[config.mk]
export PLATFORM = sky130hd
export DESIGN_NAME = addsub_nibble_seq
export DESIGN_NICKNAME = d
export VERILOG_FILES = /design/src/rtl/addsub_nibble_seq.sv
export SDC_FILE = /design/constraint.sdc
export NUM_CORES = 1
export LEC_CHECK = 0
export CORE_ASPECT_RATIO = 0.7
export CORE_UTILIZATION = 45
export CTS_CLUSTER_SIZE = 20
export DETAILED_ROUTE_END_ITERATION = 10
export PLACE_DENSITY = 0.7
export SYNTH_ARGS = -nofsm -noshare
export SYNTH_HDL_FRONTEND = slang
export SYNTH_SLANG_ARGS = --single-unit
[constraint.sdc]
create_clock -name clk -period 10.9 [get_ports clk]
set_clock_uncertainty 0.2 [all_clocks]
set_input_delay 1.09 -clock clk [delete_from_list [all_inputs] [get_ports clk]]
set_output_delay 1.09 -clock clk [all_outputs]
set_load 0.05 [all_outputs]
[src/rtl/addsub_nibble_seq.sv]
// rtl/addsub_nibble_seq.sv - multi-cycle WIDTH-bit add/subtract, one NIB-bit nibble per cycle, LSB first
module addsub_nibble_seq #(
    parameter int WIDTH = 16,
    parameter int NIB   = 4
) (
    input  logic             clk,
    input  logic             rst_n,
    input  logic             in_valid,
    output logic             in_ready,
    input  logic [WIDTH-1:0] a,
    input  logic [WIDTH-1:0] b,
    input  logic             sub,
    input  logic             sat,
    output logic             out_valid,
    input  logic             out_ready,
    output logic [WIDTH-1:0] sum,
    output logic             ovfl,
    output logic             zero,
    output logic             neg
);

    localparam int NUM_NIB = WIDTH / NIB;
    localparam int IDX_W   = (NUM_NIB > 1) ? $clog2(NUM_NIB) : 1;
    localparam logic [WIDTH-1:0] SAT_MAX = {1'b0, {(WIDTH-1){1'b1}}};
    localparam logic [WIDTH-1:0] SAT_MIN = {1'b1, {(WIDTH-1){1'b0}}};

    typedef enum logic [1:0] {IDLE, RUN, DONE} state_t;

    state_t           state_q, state_d;
    logic [IDX_W-1:0] idx_q, idx_d;
    logic             carry_q, carry_d;
    logic             sat_q, sat_d;
    logic [WIDTH-1:0] a_q, a_d;
    logic [WIDTH-1:0] b_q, b_d;
    logic [WIDTH-1:0] sum_q, sum_d;
    logic             ovfl_q, ovfl_d;
    logic             zero_q, zero_d;
    logic             neg_q, neg_d;

    logic [NIB-1:0]   a_nib, b_nib;
    logic [NIB:0]     nsum;
    logic [WIDTH-1:0] sum_new, sum_fin;
    logic             ovfl_new;
    logic             last_nib;

    always_comb begin
        a_nib    = a_q[idx_q*NIB +: NIB];
        b_nib    = b_q[idx_q*NIB +: NIB];
        nsum     = {1'b0, a_nib} + {1'b0, b_nib} + {{NIB{1'b0}}, carry_q};
        sum_new  = sum_q;
        sum_new[idx_q*NIB +: NIB] = nsum[NIB-1:0];
        // Carry into the MSB is recovered as sum ^ a ^ b at that bit position.
        ovfl_new = nsum[NIB-1] ^ a_nib[NIB-1] ^ b_nib[NIB-1] ^ nsum[NIB];
        sum_fin  = sum_new;
        if (sat_q && ovfl_new) begin
            sum_fin = a_q[WIDTH-1] ? SAT_MIN : SAT_MAX;
        end
        last_nib = (idx_q == IDX_W'(NUM_NIB - 1));
    end

    always_comb begin
        state_d = state_q;
        idx_d   = idx_q;
        carry_d = carry_q;
        sat_d   = sat_q;
        a_d     = a_q;
        b_d     = b_q;
        sum_d   = sum_q;
        ovfl_d  = ovfl_q;
        zero_d  = zero_q;
        neg_d   = neg_q;
        unique case (state_q)
            IDLE: begin
                if (in_valid) begin
                    a_d     = a;
                    b_d     = sub ? ~b : b;
                    carry_d = sub;
                    sat_d   = sat;
                    idx_d   = '0;
                    state_d = RUN;
                end
            end
            RUN: begin
                sum_d   = sum_new;
                carry_d = nsum[NIB];
                idx_d   = idx_q + IDX_W'(1);
                if (last_nib) begin
                    sum_d   = sum_fin;
                    ovfl_d  = ovfl_new;
                    zero_d  = (sum_fin == '0);
                    neg_d   = sum_fin[WIDTH-1];
                    state_d = DONE;
                end
            end
            DONE: begin
                if (out_ready) begin
                    state_d = IDLE;
                end
            end
            default: state_d = IDLE;
        endcase
    end

    always_ff @(posedge clk or negedge rst_n) begin
        if (!rst_n) begin
            state_q <= IDLE;
            idx_q   <= '0;
            carry_q <= 1'b0;
            sat_q   <= 1'b0;
            a_q     <= '0;
            b_q     <= '0;
            sum_q   <= '0;
            ovfl_q  <= 1'b0;
            zero_q  <= 1'b0;
            neg_q   <= 1'b0;
        end else begin
            state_q <= state_d;
            idx_q   <= idx_d;
            carry_q <= carry_d;
            sat_q   <= sat_d;
            a_q     <= a_d;
            b_q     <= b_d;
            sum_q   <= sum_d;
            ovfl_q  <= ovfl_d;
            zero_q  <= zero_d;
            neg_q   <= neg_d;
        end
    end

    assign in_ready  = (state_q == IDLE);
    assign out_valid = (state_q == DONE);
    assign sum       = sum_q;
    assign ovfl      = ovfl_q;
    assign zero      = zero_q;
    assign neg       = neg_q;

endmodule

* Word level (Yosys, flattened, before mapping) *
Index checks and enable logic that the tools add are counted.

storage, ports and cells
  bits in registers = 57
  bits of input ports = 38
  word-level logic and storage cells = 49

operators by class
  add/subtract/negate cells = 4
  eq/ne operators = 6
  shift operators = 4
  multiplexer cells = 13
  bitwise gates (word level) = 4
  reduce and logical (&&, ||, !) cells = 8

operators by type and width
  cell                     count
  $mux 16                  4
  $neg 4->34               1
  $shift 4x34->16 const A  1
  $shiftx 4x34->16         1
  $shiftx 16x5->4          2
  $bwmux 16                1
  $logic_not 16->1         1
  $not 16->16              1
  $mux 2                   4
  $pmux 2 s3               1
  $reduce_and 2->1         3
  $add 4x4->5              1
  $add 5x1->5              1
  $eq 2x2->1 const B       2
  $ne 2x2->1 const B       2
  $pmux 2 s2               1
  $reduce_and 3->1         1
  $xor 1x1->1              3
  $add 2x1->2 const B      1
  $eq 2x1->1 const B       1
  $logic_not 2->1          1
  $ne 2x1->1 const B       1
  $pmux 1 s2               1
  $reduce_bool 2->1        1
  2 further kinds          2

* Depth between registers and ports, before layout *
  depth in word-level cells = 9
  mapped depth = 12

* Worst setup path before layout *
Ideal clock, no wire load.

  path type = register to register
  start point = reg idx_q[0]
  end point = reg sum_q[12], in the netlist sum[12]
  data arrival time = 3.897 ns
  data required time = 10.596 ns
  slack = 6.699 ns
  stages on the path, launching flop included = 13
  path buffers = 3
  period minus slack after synthesis = 4.201 ns
  path through = dfrtp_1 buf_6 clkbuf_1 mux4_2 fa_1 fa_1 a21o_1 a21oi_1 xor2_1 xnor3_2 or4_4 buf_6 o311ai_1

on the way
  word-level cells in the longest chain between the ends = 9
  elaborated cells between the ends (all ways) = 15
  those cells by class = add/sub: 3; eq/ne: 1; shift: 4; mux: 3; bitwise: 3; reduce/logical: 1

RTL lines
  element                                    line    text
  from (decl)                                30      logic [IDX_W-1:0] idx_q, idx_d;
  from (signal assigned)                     118     idx_q <= idx_d;
  $shiftx 16x5->4, on equally long branches  47, 48
  $add 4x4->5                                49      nsum = {1'b0, a_nib} + {1'b0, b_nib} + {{NIB{1'b0}}, carry_q};
  $add 5x1->5                                49
  $xor 1x1->1 (3 in a row)                   53      ovfl_new = nsum[NIB-1] ^ a_nib[NIB-1] ^ b_nib[NIB-1] ^ nsum[NIB];
  $logic_and 1x1->1                          55      if (sat_q && ovfl_new) begin
  $mux 16                                    55
  $mux 16 (*)                                87      if (last_nib) begin
  to (signal assigned)                       123     sum_q <= sum_d;
  to (decl)                                  35      logic [WIDTH-1:0] sum_q, sum_d;

Mark *: on every way between the ends. The rest lies on a longest branch, timed or not.
A chain may end at the register's enable or synchronous reset.

* Final worst setup path *
  start point = reg idx_q[0]
  end point = reg sum_q[0], in the netlist sum[0]

Same word-level chain as after synthesis.

==> results.md <==
- Row count: 25
- Cell taking the most area after synthesis: dfrtp_1
- Peak Freq: 218 MHz
- Drt drc: 0
- DRT Pass-1 Iters: 4
- DRT antenna net count: 0
- Flop and latch count out of synthesis: 57
- WL/cell: 15.9 um
- Area of the core: about 6800 sq um
- R2R Path Start: idx_q[0]$_DFFE_PN0P_
- Hold Path Class: flip-flop to flip-flop
- Commonest cells in the netlist: 57 x dfrtp_1, 26 x a21oi_1, 21 x nand2_1, 19 x nor2_1
- GPL Wtd Cong: just over 0.9
- Worst-path clk slew: around 70 ps
- Setup CP Type: flip-flop to flip-flop
- Synthesized area: 3150 sq um
- Vias in the first global route: between 2000 and 2500
- HPWL after detailed placement: 4950 um
- Chip Height: slightly above 70 um
- Routed WL: 6950 um
- Clock buffer count from CTS: 9
- Syn Inst Count: about 290
- RSZ-0062 raised after global routing: false
- Post-CTS setup buffers: 0
- IO Port Bufs: a little under 60
- DR iter-0 viols: roughly 120
- CTS H-Tree Depth: 3
- Max Slew Vio Count: 0
- Syn. warnings: 0
- EDFF count, synth: 0
- Setup TNS: 0 ps
- Fin crit share: 0.420
- Synthesized Nets: about 340
- Status: finished clean
- R2r endpoint: sum[0]$_DFFE_PN0P_
- # setup viols final: 0
- Mean post-synth cell area: roughly 11 sq um
- Setup crit end: sum[0]$_DFFE_PN0P_
- Root buffer cell: clkbuf_8
- Gr ovfl total: 0
- Total of max-cap violations: 0
- I/O pin total: slightly below 60
- Endpoints failing hold: 0
- Critical path peak fanout: 21
- Initial antenna violation count: 0
- CTS resizes: 0
- Flop2flop setup slack: between 6000 and 7000 ps
- WHS Path Cells: 2
- Hold Buf Count CTS: 0
- Die Area: 7340 sq um
- Post-synth cell types: 47
- Die width: between 100 and 150 um
- Top-area cell type share of the netlist area: 0.453
- Worst Setup SP: idx_q[0]$_DFFE_PN0P_
- Top-count cell post-synth: dfrtp_1
- CP Launch Type: flip-flop
- Detailed-route vias per instance: between 5 and 6
- Clk Latency, worst-skew pair: around 350 ps
- Crit path DAT: between 4000 and 5000 ps
- Slew @ Worst Pin: a little under 1000 ps
- Post-layout nets: 388
- R2R cell count: 9
- Initial Utilization: 0.466
- Clock buffer depth: 2
- Largest net degree at the start of global routing: between 50 and 60
- Diode count: 0
- Fraction of layout cells with a size suffix above 1: 0.140
- Synth Flop Type: dfrtp_1
- Sequential fraction of the synthesis area: 0.453
- Clk sinks: 57
- Worst rel slew slack: 0.340
- CP Data Required Time: around 11000 ps
- CTS tree: yes
- Global-route wire length before repair: about 12000 um
- Post-synth ARST share: 1.00
- Via count: roughly 2400
- Synth top area cells: dfrtp_1 45%, mux2_2 6.1%, mux4_2 5.0%
- Total GRT Usage: 0.213
- P&R area growth vs syn: 26.9%
- Post-layout min period: 4580 ps
- Setup crit end kind: flip-flop
==> sequential cells by signal, summed over array words and instances (netlist names) <==
signal and count:
state_q 2, carry_q 1, idx_q 2, neg 1
b_q 16, a_q 16, sum 16, zero 1
sat_q 1, ovfl 1
==> layer usage <==
metal | global-route usage | up-vias | wire (um)
li1 | - | 1140 | -
met3 | 0.0684 | 10 | 545
met1 | 0.327 | 1179 | 3520
met2 | 0.280 | 89 | 2790
met5 | 0 | - | 0
met4 | 0.0714 | 0 | 96
==> metrics by stage <==
stage	hold slack [ps]	utilization	setup slack (ps)	std cells	area [sq um]
after global placement	262	0.557	6470	422	3770
after CTS	303	0.591	6310	438	4000
after detailed placement	288	0.557	6310	422	3770
after global routing	315	0.591	6000	438	4000
after floorplan	272	-	6700	287	3150
final	295	0.591	6320	438	4000
==> area by class of cell <==
cell class              instances  area, sq um
clock inverters                 5         77.6
multi-input cells             202         1600
repair buffers                 59          583
fillers                       592         2760
inverters                      10         37.5
clock buffers                  11          151
well taps                      94          118
flip-flops and latches         57         1430
==> worst max-delay path: stages (launching register included) <==
cell,delay [ps]
dfrtp_1,910
mux4_2,620
fa_1,450
fa_1,410
a21o_1,190
a21oi_1,220
xor2_1,270
xnor3_2,370
nor2_1,540
o311ai_0,220
==> how the worst min path moves through the flow <==
stage                         from             endpoint  slack [ps]
2_1_floorplan   a_q[7]$_DFFE_PN0P_   a_q[7]$_DFFE_PN0P_         270
3_3_place_gp       neg$_DFFE_PN0P_      neg$_DFFE_PN0P_         260
3_5_place_dp       neg$_DFFE_PN0P_      neg$_DFFE_PN0P_         290
4_1_cts            neg$_DFFE_PN0P_      neg$_DFFE_PN0P_         300
5_1_grt        a_q[10]$_DFFE_PN0P_  a_q[10]$_DFFE_PN0P_         320
6_report           neg$_DFFE_PN0P_      neg$_DFFE_PN0P_         300
==> cell families after synthesis <==
family	after synthesis	synth area share
AOI/OAI and AO/OA	71	0.149
adders and majority gates	11	0.0485
DFF	57	0.453
and+or+nand+nor	73	0.116
muxes	25	0.119
xor gates and xnor gates	22	0.0763
buffers and inverters	28	0.0386
==> cell usage in the layout (no fill, tap or decap), types with 2 or more instances in the layout <==
| cell type | Yosys | layout |
|---|---|---|
| a21o_1 | 2 | 2 |
| a21oi_1 | 26 | 26 |
| a31oi_1 | 4 | 4 |
| a41oi_1 | 2 | 2 |
| bufinv_16 | 0 | 2 |
| clkbuf_8 | 0 | 11 |
| clkdlybuf4s50_1 | 0 | 57 |
| clkinv_2 | 0 | 2 |
| dfrtp_1 | 57 | 57 |
| fa_1 | 2 | 2 |
| ha_1 | 9 | 9 |
| inv_1 | 10 | 10 |
| mux2_2 | 17 | 17 |
| mux4_2 | 7 | 7 |
| nand2_1 | 21 | 21 |
| nand2b_1 | 3 | 3 |
| nand3_1 | 3 | 3 |
| nor2_1 | 19 | 19 |
| nor2b_1 | 16 | 16 |
| nor3_1 | 3 | 3 |
| o21ai_0 | 5 | 5 |
| o22ai_1 | 10 | 10 |
| o311ai_1 | 8 | 8 |
| o31ai_1 | 3 | 3 |
| o32ai_1 | 3 | 3 |
| xnor2_1 | 17 | 17 |
| xor2_1 | 2 | 2 |
Power is left out: the tool's default activity adds up to more than one toggle a clock period on the data nets, which glitch-free logic cannot reach.
